[src/rtl/mem_stage.sv]
// MEM pipeline stage: latches the EX result, runs loads/stores over a req/ready
// data-memory handshake, formats load data and drives the MEM forwarding and
// writeback ports. Upstream is stalled while a memory access is outstanding.
module mem_stage #(
    parameter int unsigned XLEN = 64
) (
    input  logic            clk_i,
    input  logic            rst_i,
    input  logic            ex_valid_i,
    input  logic [4:0]      ex_rd_i,
    input  logic [XLEN-1:0] ex_alu_res_i,
    input  logic            ex_load_i,
    input  logic            ex_store_i,
    input  logic [2:0]      ex_funct3_i,
    input  logic [XLEN-1:0] ex_store_value_i,
    output logic            stall_o,
    output logic            load_pending_o,
    output logic            mem_req_o,
    output logic            mem_we_o,
    output logic [XLEN-1:0] mem_addr_o,
    output logic [XLEN-1:0] mem_wdata_o,
    output logic [7:0]      mem_wmask_o,
    input  logic            mem_ready_i,
    input  logic [XLEN-1:0] mem_rdata_i,
    output logic            misaligned_o,
    output logic [4:0]      fwd_rd_o,
    output logic [XLEN-1:0] fwd_res_o,
    output logic            wb_valid_o,
    output logic [4:0]      wb_rd_o,
    output logic [XLEN-1:0] wb_data_o
);

    typedef enum logic [0:0] {StIdle, StBus} state_e;

    state_e          state_q, state_d;
    logic            req_q, req_d;
    logic            we_q, we_d;
    logic [XLEN-1:0] addr_q, addr_d;
    logic [XLEN-1:0] wdata_q, wdata_d;
    logic [7:0]      wmask_q, wmask_d;
    logic            is_load_q, is_load_d;
    logic [2:0]      funct3_q, funct3_d;
    logic [2:0]      lane_q, lane_d;
    logic [4:0]      rd_q, rd_d;
    logic            mis_q, mis_d;
    logic            wb_valid_q, wb_valid_d;
    logic [4:0]      wb_rd_q, wb_rd_d;
    logic [XLEN-1:0] wb_data_q, wb_data_d;

    logic [2:0]      ex_lane;
    logic            ex_aligned;
    logic [XLEN-1:0] st_wdata;
    logic [7:0]      st_wmask;
    logic [XLEN-1:0] rd_shifted;
    logic [XLEN-1:0] ld_data;

    assign ex_lane = ex_alu_res_i[2:0];

    // Natural alignment check and store lane placement for the incoming access
    always_comb begin
        ex_aligned = 1'b1;
        st_wdata   = ex_store_value_i;
        st_wmask   = 8'hFF;
        case (ex_funct3_i[1:0])
            2'b00: begin
                st_wdata = {8{ex_store_value_i[7:0]}};
                st_wmask = 8'h01 << ex_lane;
            end
            2'b01: begin
                ex_aligned = (ex_lane[0] == 1'b0);
                st_wdata   = {4{ex_store_value_i[15:0]}};
                st_wmask   = 8'h03 << ex_lane;
            end
            2'b10: begin
                ex_aligned = (ex_lane[1:0] == 2'b00);
                st_wdata   = {2{ex_store_value_i[31:0]}};
                st_wmask   = 8'h0F << ex_lane;
            end
            default: begin
                ex_aligned = (ex_lane == 3'b000);
            end
        endcase
    end

    // Select the addressed lane of the read doubleword and extend it
    always_comb begin
        rd_shifted = mem_rdata_i >> {lane_q, 3'b000};
        case (funct3_q)
            3'b000:  ld_data = {{56{rd_shifted[7]}}, rd_shifted[7:0]};
            3'b100:  ld_data = {56'd0, rd_shifted[7:0]};
            3'b001:  ld_data = {{48{rd_shifted[15]}}, rd_shifted[15:0]};
            3'b101:  ld_data = {48'd0, rd_shifted[15:0]};
            3'b010:  ld_data = {{32{rd_shifted[31]}}, rd_shifted[31:0]};
            3'b110:  ld_data = {32'd0, rd_shifted[31:0]};
            default: ld_data = mem_rdata_i;
        endcase
    end

    // Next-state logic: accept from EX in IDLE, wait for mem_ready in BUS
    always_comb begin
        state_d    = state_q;
        req_d      = req_q;
        we_d       = we_q;
        addr_d     = addr_q;
        wdata_d    = wdata_q;
        wmask_d    = wmask_q;
        is_load_d  = is_load_q;
        funct3_d   = funct3_q;
        lane_d     = lane_q;
        rd_d       = rd_q;
        mis_d      = 1'b0;
        wb_valid_d = 1'b0;
        wb_rd_d    = 5'd0;
        wb_data_d  = '0;
        unique case (state_q)
            StIdle: begin
                if (ex_valid_i) begin
                    if (ex_load_i || ex_store_i) begin
                        if (ex_aligned) begin
                            state_d   = StBus;
                            req_d     = 1'b1;
                            // Load wins when both flags are set
                            we_d      = ~ex_load_i;
                            addr_d    = {ex_alu_res_i[XLEN-1:3], 3'b000};
                            wdata_d   = ex_load_i ? '0 : st_wdata;
                            wmask_d   = ex_load_i ? 8'h00 : st_wmask;
                            is_load_d = ex_load_i;
                            funct3_d  = ex_funct3_i;
                            lane_d    = ex_lane;
                            rd_d      = ex_rd_i;
                        end else begin
                            mis_d = 1'b1;
                        end
                    end else begin
                        wb_valid_d = 1'b1;
                        wb_rd_d    = ex_rd_i;
                        wb_data_d  = ex_alu_res_i;
                    end
                end
            end
            StBus: begin
                if (mem_ready_i) begin
                    state_d = StIdle;
                    req_d   = 1'b0;
                    if (is_load_q) begin
                        wb_valid_d = 1'b1;
                        wb_rd_d    = rd_q;
                        wb_data_d  = ld_data;
                    end
                end
            end
            default: state_d = StIdle;
        endcase
    end

    // State register with synchronous reset; reset abandons any open access
    always_ff @(posedge clk_i) begin
        if (rst_i) begin
            state_q    <= StIdle;
            req_q      <= 1'b0;
            we_q       <= 1'b0;
            addr_q     <= '0;
            wdata_q    <= '0;
            wmask_q    <= 8'h00;
            is_load_q  <= 1'b0;
            funct3_q   <= 3'd0;
            lane_q     <= 3'd0;
            rd_q       <= 5'd0;
            mis_q      <= 1'b0;
            wb_valid_q <= 1'b0;
            wb_rd_q    <= 5'd0;
            wb_data_q  <= '0;
        end else begin
            state_q    <= state_d;
            req_q      <= req_d;
            we_q       <= we_d;
            addr_q     <= addr_d;
            wdata_q    <= wdata_d;
            wmask_q    <= wmask_d;
            is_load_q  <= is_load_d;
            funct3_q   <= funct3_d;
            lane_q     <= lane_d;
            rd_q       <= rd_d;
            mis_q      <= mis_d;
            wb_valid_q <= wb_valid_d;
            wb_rd_q    <= wb_rd_d;
            wb_data_q  <= wb_data_d;
        end
    end

    // Outputs are straight register decodes; wb_rd_q is already 0 without a result
    always_comb begin
        stall_o        = (state_q == StBus);
        load_pending_o = (state_q == StBus) && is_load_q;
        mem_req_o      = req_q;
        mem_we_o       = we_q;
        mem_addr_o     = addr_q;
        mem_wdata_o    = wdata_q;
        mem_wmask_o    = wmask_q;
        misaligned_o   = mis_q;
        fwd_rd_o       = wb_rd_q;
        fwd_res_o      = wb_data_q;
        wb_valid_o     = wb_valid_q;
        wb_rd_o        = wb_rd_q;
        wb_data_o      = wb_data_q;
    end

endmodule

[config.mk]
export PLATFORM = sky130hd
export DESIGN_NAME = mem_stage
export DESIGN_NICKNAME = d
export VERILOG_FILES = /design/src/rtl/mem_stage.sv
export SDC_FILE = /design/constraint.sdc
export NUM_CORES = 1
export LEC_CHECK = 0
export CORE_AREA = 2 2 188 190
export CTS_BUF_LIST = sky130_fd_sc_hd__clkbuf_8
export CTS_CLUSTER_SIZE = 28
export DETAILED_ROUTE_END_ITERATION = 6
export DIE_AREA = 0 0 190 192
export HOLD_SLACK_MARGIN = 0.06
export PLACE_DENSITY_LB_ADDON = 0.08
export SLEW_MARGIN = 40
export SYNTH_ARGS = -nofsm -noshare
export SYNTH_HDL_FRONTEND = slang
export SYNTH_SLANG_ARGS = --single-unit
[constraint.sdc]
create_clock -name clk_i -period 5.45 [get_ports clk_i]
set_clock_uncertainty 0.15 [all_clocks]
set_input_delay 1.635 -clock clk_i [delete_from_list [all_inputs] [get_ports clk_i]]
set_output_delay 1.635 -clock clk_i [all_outputs]
set_load 0.05 [all_outputs]
==> results of run 1 <==
==> cell type report <==
type	count	area [um2]	share of cell area (%)
sequential	219	4388	26.38
clock buffer	54	743.2	4.468
multi-input combinational	934	5752	34.58
inverter	13	48.80	0.2934
antenna	2	5.005	0.03009
timing repair buffer	501	5005	30.09
clock inverter	17	122.6	0.7372
tap	455	569.3	3.423
==> report_power, final <==
part,switching [mW],internal (mW)
Sequential,0.0374,1.65
Clock,0.711,0.974
Combinational,0.537,0.363
Total,1.29,2.99
==> kinds of logic after synthesis <==
logic type | count (synthesis) | synth area share (%)
buffers and inverters | 202 | 9.932
and+or+nand+nor | 475 | 19.86
AOI/OAI and AO/OA | 353 | 19.98
DFF | 219 | 39.15
adders and majority gates | 6 | 0.6703
muxes | 97 | 10.38
other | 1 | 0.03348
==> worst reg2reg max path: stages (launching register included) <==
cell                      delay (ns)
sky130_fd_sc_hd__dfxtp_1        0.58
sky130_fd_sc_hd__nand2_2        0.47
sky130_fd_sc_hd__buf_4          0.51
sky130_fd_sc_hd__o21a_1         0.71
sky130_fd_sc_hd__a31oi_4        0.17
sky130_fd_sc_hd__buf_4          0.30
sky130_fd_sc_hd__a22o_1         0.25
==> metal layers <==
metal	part of all wire, %	vias to the layer above	track usage [%]	wire [um]
met5	0.035	-	0	16
met2	50	428	42.49	23000
met4	2.3	4	6.768	1046
met3	8.5	69	6.706	3880
met1	39	5216	27.62	17790
li1	-	5372	-	-
==> flip-flops by register name, indices dropped and copies added, names as in the netlist, 3 cells and up <==
register,cells
rd_q,5
fwd_rd_o,5
fwd_res_o,64
mem_addr_o,61
mem_wmask_o,8
lane_q,3
mem_wdata_o,64
funct3_q,3
==> placed cells by master (no fill, tap or decap), types with 15 or more instances in the layout <==
master                            netlist  routed
sky130_fd_sc_hd__dfxtp_1              219     216
sky130_fd_sc_hd__mux2i_1               79      79
sky130_fd_sc_hd__mux4_2                15      15
sky130_fd_sc_hd__a22o_1                32      32
sky130_fd_sc_hd__clkdlybuf4s50_1        0     480
sky130_fd_sc_hd__inv_1                 13      25
sky130_fd_sc_hd__a32oi_1               16      16
sky130_fd_sc_hd__a22oi_1               15      15
sky130_fd_sc_hd__nand2_1              266     265
sky130_fd_sc_hd__a21oi_1              139     139
sky130_fd_sc_hd__nand2b_1              28      28
sky130_fd_sc_hd__or2_2                 35      35
sky130_fd_sc_hd__nor2_1                53      53
sky130_fd_sc_hd__a221oi_1              24      24
sky130_fd_sc_hd__clkbuf_8               0      54
sky130_fd_sc_hd__nor2b_1               22      21
sky130_fd_sc_hd__buf_4                 73      15
sky130_fd_sc_hd__a21o_1                16      16
sky130_fd_sc_hd__o21ai_0               61      60
sky130_fd_sc_hd__nand3b_1              18      18
sky130_fd_sc_hd__o22ai_1               15      15
sky130_fd_sc_hd__or3_1                 23      23
sky130_fd_sc_hd__a31oi_1               16      16
==> stage by stage <==
step           std cells  setup WS [ns]  hold slack, ns  power, mW
6_report            2195          1.130          0.3001      4.276
5_1_grt             2193         0.9033          0.3174      4.461
4_1_cts             2193          1.176          0.3011      4.331
3_5_place_dp        2122         0.5943          0.2936      2.626
2_1_floorplan       1355          1.822          0.2868      2.234
3_3_place_gp        2122         0.7197          0.2886      2.622
==> how the worst max path moves through the flow <==
stage,endpoint,slack [ns],depth (start not counted)
2_1_floorplan,mem_wdata_o[53]$_SDFFE_PP0P_,1.82,9
3_3_place_gp,mem_addr_o[32]$_SDFFE_PP0P_,0.72,8
3_5_place_dp,mem_addr_o[14]$_SDFFE_PP0P_,0.59,8
4_1_cts,mem_addr_o[33]$_SDFFE_PP0P_,1.18,8
5_1_grt,mem_addr_o[11]$_SDFFE_PP0P_,0.90,9
6_report,mem_addr_o[30]$_SDFFE_PP0P_,1.13,8
==> results_tabular.tex, run 1 <==
\begin{tabular}{lr}
\hline
Metric & Value \\
\hline
\multicolumn{2}{l}{\textbf{Drt}} \\
\quad First-pass DRT Iterations & 5 \\
\quad Vias & 11090 \\
\quad Routed vias/inst & 5.052 \\
\quad Drt initial violations & 688 \\
\quad Wire length per cell after detailed routing & 20.84 um \\
\quad Residual DRC count & 0 \\
\quad Number of nets with antenna violations after detailed routing & 0 \\
\quad Final Routed Wirelength & 45730 um \\
\multicolumn{2}{l}{\textbf{Floorplan}} \\
\quad Top-Level Pins & 486 \\
\quad Chip width & 190 um \\
\quad Die area & 36480 um2 \\
\quad Area of the core & 34290 um2 \\
\quad Rows & 68 \\
\quad DIE HEIGHT & 192 um \\
\quad Initial standard-cell utilization of the core & 32.66\% \\
\multicolumn{2}{l}{\textbf{Critical path}} \\
\quad Flop-to-flop setup slack & 2.21 ns \\
\quad Max incr delay on CP & 0.64 ns \\
\quad Highest-delay cell along the critical path & sky130\_fd\_sc\_hd\_\_a211o\_4 \\
\quad Data arrival time of the critical path & 4.64 ns \\
\quad Top Family by Delay on Critical Path & compound AO/OA/AOI/OAI gates \\
\quad Worst flop-to-flop path startpoint & funct3\_q[1]\$\_SDFFE\_PP0P\_ \\
\quad Start-to-end type of the worst setup path & input pin to register \\
\quad Worst path buffer plus inverter count & 3 \\
\quad Element type at the critical path end & register \\
\quad Biggest fanout along the worst timing path & 64 \\
\quad FF-to-FF path depth & 6 \\
\quad Cells along the critical path & clkdlybuf4s50\_1 > inv\_1 > ha\_1 > o21bai\_1 > a211o\_4 > buf\_4 > nand2\_1 > a21oi\_1 \\
\quad Worst Path Required & 5.77 ns \\
\quad FF-to-FF End & fwd\_res\_o[62]\$\_SDFF\_PP0\_ \\
\quad CP startpoint kind & input pin \\
\quad Critical Path Start & ex\_funct3\_i[1] \\
\multicolumn{2}{l}{\textbf{CTS}} \\
\quad H-tree levels & 2 \\
\quad Worst skew pair latency & 0.54 ns \\
\quad Buffers inserted by post-CTS timing repair & 0 \\
\quad Maximum root-to-sink buffer count & 3 \\
\quad CTS tree & yes \\
\quad Cts hold-fix bufs & 0 \\
\quad Sink Count & 219 \\
\quad Clk pin slew, worst setup/hold paths & 0.06 ns \\
\quad Clock root cell & sky130\_fd\_sc\_hd\_\_clkbuf\_8 \\
\quad Count of instances resized after the clock tree is built & 0 \\
\quad Total CTS buffers & 42 \\
\multicolumn{2}{l}{\textbf{Global route}} \\
\quad Via count of the first global-routing pass & 10810 \\
\quad Antenna violations before repair & 4 \\
\quad Maximum number of pins on one net before global-route repair & 89 \\
\quad Total gr overflow & 0 \\
\quad Global routing usage summed across all routing layers & 23.77\% \\
\quad Global-route wire length before repair & 66290 um \\
\multicolumn{2}{l}{\textbf{Placement}} \\
\quad Placed inst area & 15760 um2 \\
\quad Post-DP HPWL & 32990 um \\
\quad GPL Wtd Cong & 0.8870 \\
\quad \# port buffers & 482 \\
\multicolumn{2}{l}{\textbf{Timing}} \\
\quad Final critical delay including setup and external delays & 4.320 ns \\
\quad Setup Total Neg Slack & 0 ns \\
\quad Setup repair after global routing missed its margin & false \\
\quad Number of slew-limit violations in the final report & 0 \\
\quad Transition at the pin with the smallest max-transition slack & 0.8283 ns \\
\quad Relative max-transition margin & 44.70\% \\
\quad Share of the cycle needed by the critical path after routing & 79.27\% \\
\quad Maximum operating frequency & 231.5 MHz \\
\quad Final setup violating endpoints & 0 \\
\quad Hold Violations, Final & 0 \\
\multicolumn{2}{l}{\textbf{Yosys}} \\
\quad Cell with the most instances after synthesis & sky130\_fd\_sc\_hd\_\_nand2\_1 \\
\quad Synth cell types & 52 \\
\quad Cell area after synthesis & 11200 um2 \\
\quad Proportion of netlist area held by the largest area contributor & 39.15\% \\
\quad Ranking of synthesized cells by area & sky130\_fd\_sc\_hd\_\_dfxtp\_1 39\%, sky130\_fd\_sc\_hd\_\_nand2\_1 8.9\%, sky130\_fd\_sc\_hd\_\_mux2i\_1 7.1\%, sky130\_fd\_sc\_hd\_\_a21oi\_1 6.2\%, sky130\_fd\_sc\_hd\_\_buf\_4 4.9\% \\
\quad Commonest register cell after synthesis & sky130\_fd\_sc\_hd\_\_dfxtp\_1 \\
\quad Cell accounting for the most synthesized area & sky130\_fd\_sc\_hd\_\_dfxtp\_1 \\
\quad Mean instance size in the synthesized netlist & 8.278 um2 \\
\quad EDFF count, synth & 0 \\
\quad Synth top cells by count & 266 x sky130\_fd\_sc\_hd\_\_nand2\_1, 219 x sky130\_fd\_sc\_hd\_\_dfxtp\_1, 139 x sky130\_fd\_sc\_hd\_\_a21oi\_1 \\
\quad Share of synthesized flip-flops with an asynchronous set or reset & 0\% \\
\quad Warnings from Yosys & 0 \\
\quad Post-synthesis sequential area ratio & 39.15\% \\
\quad Total of flip-flops plus latches after synthesis & 219 \\
\quad Number of cells produced by synthesis & 1353 \\
\multicolumn{2}{l}{\textbf{Cells and area}} \\
\quad Synthesis-to-finish area growth & 48.52\% \\
\quad Cell area after layout & 16630 um2 \\
\quad Final nets & 1923 \\
\quad FILL cells & 3312 \\
\quad Layout Utilization & 48.51\% \\
\quad Proportion of layout cells with a drive suffix above 1 & 8.343\% \\
\multicolumn{2}{l}{\textbf{Min path}} \\
\quad Instance count along the most critical hold path & 2 \\
\quad Beginning of the worst hold path & mem\_wmask\_o[7]\$\_SDFFE\_PP0P\_ \\
\quad Min-delay worst type & register to register \\
\quad WHS Endpoint & mem\_wmask\_o[7]\$\_SDFFE\_PP0P\_ \\
\multicolumn{2}{l}{\textbf{Power and ir drop}} \\
\quad Leak Pwr & 5.805 nW \\
\quad Worst vdd ir & 0.0001942 V \\
\quad PD cells & 257.1 nW/um2 \\
\multicolumn{2}{l}{\textbf{Run}} \\
\quad Count of max-cap constraint violations & 0 \\
\multicolumn{2}{l}{\textbf{Outcome}} \\
\quad Status & complete, no violations \\
\hline
\end{tabular}
Note: power is estimated with default switching activity, not from simulation.
==> run 2: changes to the inputs <==
Settings changed: CORE_AREA 2 2 188 190 to 2 2 186 188, DIE_AREA 0 0 190 192 to 0 0 188 190.
Clock period 5.45 ns to 3.6 ns, I/O delays scaled along.
==> run 2 against run 1 <==
Utilization rose by 1.4 points. Cell area is 1.9% higher. Cell count up 1.5%. Global-route usage increased by 0.78 points. Non-clock buffer count rose by 33. Via count up 3.5%. Wire length up 0.43%. Worst setup slack worse by 0.63 ns. Critical path depth is 6 lower. Die area decreased by 2.1%. Sequential power up 51%. Largest power group is now clock. Flip-flop and latch count stayed put.
==> results_tabular.tex, run 2 (synthesis gave the netlist of run 1 again) <==
\begin{tabular}{lr}
\hline
Metric & Value \\
\hline
\multicolumn{2}{l}{\textbf{Placement}} \\
\quad Dpl ws & 0.04668 ns (-0.5476 ns) \\
\quad \# port buffers & 482 (unchanged) \\
\quad Placed inst area & 16070 um2 (+2.0\%) \\
\quad GPL Wtd Cong & 0.8883 (+0.15\%) \\
\quad Post-DP HPWL & 33980 um (+3.0\%) \\
\multicolumn{2}{l}{\textbf{CTS}} \\
\quad Maximum root-to-sink buffer count & 3 (unchanged) \\
\quad CTS tree & yes \\
\quad Worst skew pair latency & 0.54 ns (about the same) \\
\quad Sink Count & 219 (unchanged) \\
\quad H-tree levels & 2 (unchanged) \\
\quad Cts hold-fix bufs & 0 (unchanged) \\
\quad Clk pin slew, worst setup/hold paths & 0.06 ns (about the same) \\
\quad Total CTS buffers & 42 (unchanged) \\
\quad Buffers inserted by post-CTS timing repair & 0 (unchanged) \\
\quad Count of instances resized after the clock tree is built & 0 (unchanged) \\
\quad Clock root cell & sky130\_fd\_sc\_hd\_\_clkbuf\_8 \\
\multicolumn{2}{l}{\textbf{Drt}} \\
\quad Number of nets with antenna violations after detailed routing & 0 (unchanged) \\
\quad Final Routed Wirelength & 45930 um (+0.43\%) \\
\quad First-pass DRT Iterations & 5 (unchanged) \\
\quad Routed vias/inst & 5.150 (+1.9\%) \\
\quad Drt initial violations & 678 (-1.5\%) \\
\quad Residual DRC count & 0 (unchanged) \\
\quad Vias & 11480 (+3.5\%) \\
\quad Wire length per cell after detailed routing & 20.61 um (-1.1\%) \\
\multicolumn{2}{l}{\textbf{Min path}} \\
\quad Min-delay worst type & register to register \\
\multicolumn{2}{l}{\textbf{Outcome}} \\
\quad Status & complete, no violations \\
\multicolumn{2}{l}{\textbf{Critical path}} \\
\quad Element type at the critical path end & primary output \\
\quad CP startpoint kind & register \\
\quad Data arrival time of the critical path & 1.87 ns (-2.77 ns) \\
\quad Start-to-end type of the worst setup path & register to primary output \\
\quad Worst Path Required & 2.37 ns (-3.40 ns) \\
\quad Biggest fanout along the worst timing path & 6 (-91\%) \\
\multicolumn{2}{l}{\textbf{Floorplan}} \\
\quad Die area & 35720 um2 (-2.1\%) \\
\quad Initial standard-cell utilization of the core & 32.99\% (+0.33 points) \\
\quad Rows & 68 (unchanged) \\
\quad Area of the core & 33950 um2 (-0.99\%) \\
\quad Chip width & 188 um (-1.1\%) \\
\quad Top-Level Pins & 486 (unchanged) \\
\quad DIE HEIGHT & 190 um (-1.0\%) \\
\multicolumn{2}{l}{\textbf{Timing}} \\
\quad Relative max-transition margin & 46.45\% (+1.7 points) \\
\quad Setup Total Neg Slack & 0 ns (unchanged) \\
\quad Maximum operating frequency & 322.4 MHz \\
\quad Setup repair after global routing missed its margin & false \\
\quad Final worst setup slack & 0.4979 ns (-0.6321 ns) \\
\quad Transition at the pin with the smallest max-transition slack & 0.8022 ns (-0.02611 ns) \\
\quad Number of slew-limit violations in the final report & 0 (unchanged) \\
\quad Post-route worst hold slack & 0.3012 ns (+0.001063 ns) \\
\quad Share of the cycle needed by the critical path after routing & 86.17\% \\
\quad Hold Violations, Final & 0 (unchanged) \\
\quad Final critical delay including setup and external delays & 3.102 ns \\
\quad Final setup violating endpoints & 0 (unchanged) \\
\multicolumn{2}{l}{\textbf{Cells and area}} \\
\quad Cell area after layout & 16950 um2 (+1.9\%) \\
\quad Total inserted antenna cells & 0 (-2) \\
\quad Highest-count cells in the layout ignoring fill and taps & 480 x sky130\_fd\_sc\_hd\_\_clkdlybuf4s50\_1, 265 x sky130\_fd\_sc\_hd\_\_nand2\_1, 216 x sky130\_fd\_sc\_hd\_\_dfxtp\_1, 139 x sky130\_fd\_sc\_hd\_\_a21oi\_1, 79 x sky130\_fd\_sc\_hd\_\_mux2i\_1 \\
\quad Final nets & 1956 (+1.7\%) \\
\quad Leading cell type in the layout, fill and taps excluded & sky130\_fd\_sc\_hd\_\_clkdlybuf4s50\_1 \\
\quad Proportion of layout cells with a drive suffix above 1 & 10.10\% (+1.8 points) \\
\quad Synthesis-to-finish area growth & 51.38\% \\
\quad Layout Utilization & 49.94\% (+1.4 points) \\
\multicolumn{2}{l}{\textbf{Run}} \\
\quad Count of max-cap constraint violations & 0 (unchanged) \\
\multicolumn{2}{l}{\textbf{Global route}} \\
\quad Via count of the first global-routing pass & 11160 (+3.2\%) \\
\quad Global-route wire length before repair & 67870 um (+2.4\%) \\
\quad Antenna violations before repair & 1 (-3) \\
\quad Global routing usage summed across all routing layers & 24.55\% (+0.78 points) \\
\quad Maximum number of pins on one net before global-route repair & 79 (-11\%) \\
\quad Total gr overflow & 0 (unchanged) \\
\multicolumn{2}{l}{\textbf{Power and ir drop}} \\
\quad PD cells & 387.5 nW/um2 (+51\%) \\
\quad Leak Pwr & 5.996 nW (+3.3\%) \\
\quad Worst vdd ir & 0.0002597 V (+34\%) \\
\hline
\end{tabular}
[run 2: final cells by class]
cell class | instances | area (um2)
fillers | 3258 | 16990
multi-input cells | 934 | 5752
repair buffers | 534 | 5315
flip-flops and latches | 219 | 4388
clock buffers | 55 | 757.0
well taps | 455 | 569.3
clock inverters | 18 | 123.9
inverters | 13 | 48.80
[run 2: worst paths after layout]
path | from | endpoint | slack (ns) | cells past startpoint
worst max-delay path | stall_o$_SDFF_PP0_ | load_pending_o | 0.50 | 2
worst min-delay path | mem_wdata_o[37]$_SDFFE_PP0P_ | mem_wdata_o[37]$_SDFFE_PP0P_ | 0.30 | 2
worst max register to register | lane_q[0]$_SDFFE_PP0P_ | fwd_res_o[22]$_SDFF_PP0_ | 0.97 | 6
worst min register to register | mem_wdata_o[37]$_SDFFE_PP0P_ | mem_wdata_o[37]$_SDFFE_PP0P_ | 0.30 | 2
[run 2: worst max-delay path, cell delays in order (launching register included)]
cell and delay, ns:
sky130_fd_sc_hd__dfxtp_1 0.39, sky130_fd_sc_hd__and2_1 0.15, sky130_fd_sc_hd__clkdlybuf4s50_1 0.79
[run 2: per-layer routing]
layer | routed length (um) | track usage (%)
met5 | 13 | 0
met1 | 17920 | 28.68
met3 | 3509 | 6.032
met4 | 1189 | 7.208
met2 | 23300 | 44.32
[run 2: power breakdown]
| group | total [mW] | switching [mW] | internal [mW] |
|---|---|---|---|
| registers | 2.56 | 0.0578 | 2.50 |
| clock network | 2.60 | 1.10 | 1.50 |
| logic | 1.41 | 0.825 | 0.582 |
| total | 6.57 | 1.99 | 4.58 |
[run 2: through the flow]
| step | power (mW) | instances |
|---|---|---|
| finish | 6.570 | 2228 |
| global route | 6.850 | 2228 |
| CTS | 6.650 | 2228 |
| detailed placement | 4.021 | 2155 |
| global placement | 4.014 | 2155 |
| floorplan | 3.381 | 1355 |
==> run 3: changes to the inputs <==
Settings changed: CAP_MARGIN set to 10, CORE_AREA 2 2 186 188 to 2 2 191 193, DIE_AREA 0 0 188 190 to 0 0 193 195, DONT_BUFFER_PORTS set to 1.
==> run 3 against run 2 <==
Global-route usage down 2.0 points. Flip-flop and latch count unchanged. Count of clock-buffer cells in the layout down 3. Power down 10%. Critical path type is now register to register.
==> results_tabular.tex, run 3 (synthesis gave the netlist of run 1 again) <==
\begin{tabular}{lr}
\hline
Metric & Value \\
\hline
\multicolumn{2}{l}{\textbf{Placement}} \\
\quad GPL Wtd Cong & 0.8292 (-6.7\%) \\
\quad Post-DP HPWL & 31720 um (-6.6\%) \\
\quad \# port buffers & 0 (-100\%) \\
\multicolumn{2}{l}{\textbf{Drt}} \\
\quad Final Routed Wirelength & 43990 um (-4.2\%) \\
\quad Vias & 9435 (-18\%) \\
\quad Routed vias/inst & 5.422 (+5.3\%) \\
\quad Number of nets with antenna violations after detailed routing & 0 (unchanged) \\
\quad Wire length per cell after detailed routing & 25.28 um (+23\%) \\
\quad Residual DRC count & 0 (unchanged) \\
\quad Drt initial violations & 441 (-35\%) \\
\quad First-pass DRT Iterations & 5 (unchanged) \\
\multicolumn{2}{l}{\textbf{CTS}} \\
\quad Total CTS buffers & 42 (unchanged) \\
\quad Maximum root-to-sink buffer count & 3 (unchanged) \\
\quad Cts hold-fix bufs & 0 (unchanged) \\
\quad Clock root cell & sky130\_fd\_sc\_hd\_\_clkbuf\_8 \\
\quad Buffers inserted by post-CTS timing repair & 0 (unchanged) \\
\quad Sink Count & 219 (unchanged) \\
\quad Clk pin slew, worst setup/hold paths & 0.05 ns (about the same) \\
\quad H-tree levels & 2 (unchanged) \\
\quad Worst skew pair latency & 0.59 ns (+0.05 ns) \\
\quad Count of instances resized after the clock tree is built & 0 (unchanged) \\
\quad CTS tree & yes \\
\multicolumn{2}{l}{\textbf{Timing}} \\
\quad Setup Total Neg Slack & 0 ns (unchanged) \\
\quad Share of the cycle needed by the critical path after routing & 79.87\% (-6.3 points) \\
\quad Relative max-transition margin & 50.57\% (+4.1 points) \\
\quad Number of slew-limit violations in the final report & 0 (unchanged) \\
\quad Post-route worst hold slack & 0.3033 ns (+0.002129 ns) \\
\quad Final critical delay including setup and external delays & 2.875 ns (-0.2267 ns) \\
\quad Final setup violating endpoints & 0 (unchanged) \\
\quad Hold Violations, Final & 0 (unchanged) \\
\quad Maximum operating frequency & 347.8 MHz (+7.9\%) \\
\quad Setup repair after global routing missed its margin & false \\
\quad Transition at the pin with the smallest max-transition slack & 0.7415 ns (-0.06071 ns) \\
\multicolumn{2}{l}{\textbf{Global route}} \\
\quad Met1 usage & 23.15\% (-5.5 points) \\
\quad Global routing usage summed across all routing layers & 22.57\% (-2.0 points) \\
\quad Met2 capacity usage during global routing & 39.51\% (-4.8 points) \\
\quad Layer with the highest usage after global routing & met2 \\
\quad Maximum number of pins on one net before global-route repair & 159 (+100\%) \\
\quad Global-route wire length before repair & 63490 um (-6.5\%) \\
\quad Total gr overflow & 0 (unchanged) \\
\quad Via count of the first global-routing pass & 9630 (-14\%) \\
\quad Routing usage on met3 & 11.14\% (+5.1 points) \\
\quad Antenna violations before repair & 3 (+2) \\
\multicolumn{2}{l}{\textbf{Critical path}} \\
\quad Worst flop-to-flop path startpoint & lane\_q[0]\$\_SDFFE\_PP0P\_ \\
\quad Start-to-end type of the worst setup path & register to register \\
\quad CP startpoint kind & register \\
\quad Worst Path Required & 3.91 ns (+1.54 ns) \\
\quad Element type at the critical path end & register \\
\quad Last element of the critical path & fwd\_res\_o[34]\$\_SDFF\_PP0\_ \\
\quad Highest-delay cell along the critical path & sky130\_fd\_sc\_hd\_\_dfxtp\_2 \\
\quad Max incr delay on CP & 0.64 ns (-0.15 ns) \\
\quad Flop-to-flop setup slack & 0.72 ns (-0.25 ns) \\
\quad Data arrival time of the critical path & 3.19 ns (+1.32 ns) \\
\quad Cells along the critical path & mux2i\_1 > mux4\_2 > o21a\_1 > a31oi\_4 > buf\_12 > a22o\_1 \\
\quad Critical Path Start & lane\_q[0]\$\_SDFFE\_PP0P\_ \\
\quad FF-to-FF path depth & 6 (unchanged) \\
\quad FF-to-FF End & fwd\_res\_o[34]\$\_SDFF\_PP0\_ \\
\quad Biggest fanout along the worst timing path & 32 (+26) \\
\multicolumn{2}{l}{\textbf{Cells and area}} \\
\quad Final nets & 1462 (-25\%) \\
\quad Leading cell type in the layout, fill and taps excluded & sky130\_fd\_sc\_hd\_\_nand2\_1 \\
\quad Synthesis-to-finish area growth & 7.518\% \\
\quad Highest-count cells in the layout ignoring fill and taps & 265 x sky130\_fd\_sc\_hd\_\_nand2\_1, 155 x sky130\_fd\_sc\_hd\_\_dfxtp\_1, 139 x sky130\_fd\_sc\_hd\_\_a21oi\_1, 79 x sky130\_fd\_sc\_hd\_\_mux2i\_1, 63 x sky130\_fd\_sc\_hd\_\_dfxtp\_2 \\
\quad Proportion of layout cells with a drive suffix above 1 & 17.32\% (+7.2 points) \\
\quad FILL cells & 3793 (+16\%) \\
\multicolumn{2}{l}{\textbf{Floorplan}} \\
\quad Area of the core & 35400 um2 (+4.3\%) \\
\quad Chip width & 193 um (+2.7\%) \\
\quad Rows & 69 (+1.5\%) \\
\quad DIE HEIGHT & 195 um (+2.6\%) \\
\quad Die area & 37640 um2 (+5.4\%) \\
\quad Top-Level Pins & 486 (unchanged) \\
\quad Initial standard-cell utilization of the core & 31.64\% (-1.4 points) \\
\multicolumn{2}{l}{\textbf{Min path}} \\
\quad Min-delay worst type & register to register \\
\multicolumn{2}{l}{\textbf{Power and ir drop}} \\
\quad PD cells & 489.3 nW/um2 (+26\%) \\
\quad Leak Pwr & 4.178 nW (-30\%) \\
\quad Worst vdd ir & 0.0002810 V (+8.2\%) \\
\quad Final total power & 5.892 mW (-10\%) \\
\multicolumn{2}{l}{\textbf{Run}} \\
\quad Count of max-cap constraint violations & 0 (unchanged) \\
\multicolumn{2}{l}{\textbf{Outcome}} \\
\quad Status & complete, no violations \\
\hline
\end{tabular}
run 3: cell count changes in the layout (fill, tap and decap cells not counted), sizes merged:
cell,before,now
clkinvlp,0,1
bufinv,2,1
inv,26,28
clkinv,3,1
diode,0,3
buf,54,40
clkbuf,55,52
clkdlybuf4s50,480,0
run 3: per-stage QoR:
step | instances | instance area, um2 | utilization [%] | setup WS (ns)
finish | 1740 | 12040 | 34.02 | 0.7246
global route | 1737 | 12030 | 34.00 | 0.5139
CTS | 1737 | 12030 | 33.99 | 0.7433
detailed placement | 1667 | 11220 | 31.69 | 0.3360
global placement | 1667 | 11140 | 31.47 | 0.4011
floorplan | 1355 | 11210 | - | 0.5271
run 3: cell type report:
type                            instances  area, um2  area share, %
Multi-Input combinational cell        934       5752          47.77
Sequential cell                       219       4467          37.09
Clock buffer                           52      715.7          5.943
Tap cell                              461      576.8          4.790
Timing Repair Buffer                   40      375.4          3.117
Clock inverter                         18      98.84         0.8209
Inverter                               13      48.80         0.4052
Antenna cell                            3      7.507        0.06234
run 3: worst min path at each step:
stage               depth (start not counted)                 start                    to
floorplan                                   2  rd_q[0]$_SDFFE_PP0P_  rd_q[0]$_SDFFE_PP0P_
global placement                            2  rd_q[4]$_SDFFE_PP0P_  rd_q[4]$_SDFFE_PP0P_
detailed placement                          2  rd_q[1]$_SDFFE_PP0P_  rd_q[1]$_SDFFE_PP0P_
CTS                                         2  rd_q[1]$_SDFFE_PP0P_  rd_q[1]$_SDFFE_PP0P_
global route                                2  rd_q[2]$_SDFFE_PP0P_  rd_q[2]$_SDFFE_PP0P_
finish                                      2  rd_q[1]$_SDFFE_PP0P_  rd_q[1]$_SDFFE_PP0P_
run 3: where the power goes:
| part | switching [mW] | internal, mW |
|---|---|---|
| sequential | 0.356 | 2.51 |
| clock | 1.09 | 1.36 |
| combinational | 0.345 | 0.237 |
run 3: worst max-delay path: cells and delay by family, from the launching register on:
family | cells | cell delay (ns)
buffers and inverters | 1 | 0.21
DFF | 1 | 0.64
muxes | 2 | 0.68
AOI/OAI and AO/OA | 3 | 1.01
run 3: metal layers:
layer	vias to the layer above	routed length, um
met5	-	18
met4	2	1095
met3	61	5599
met2	411	21900
met1	4521	15380
li1	4440	-
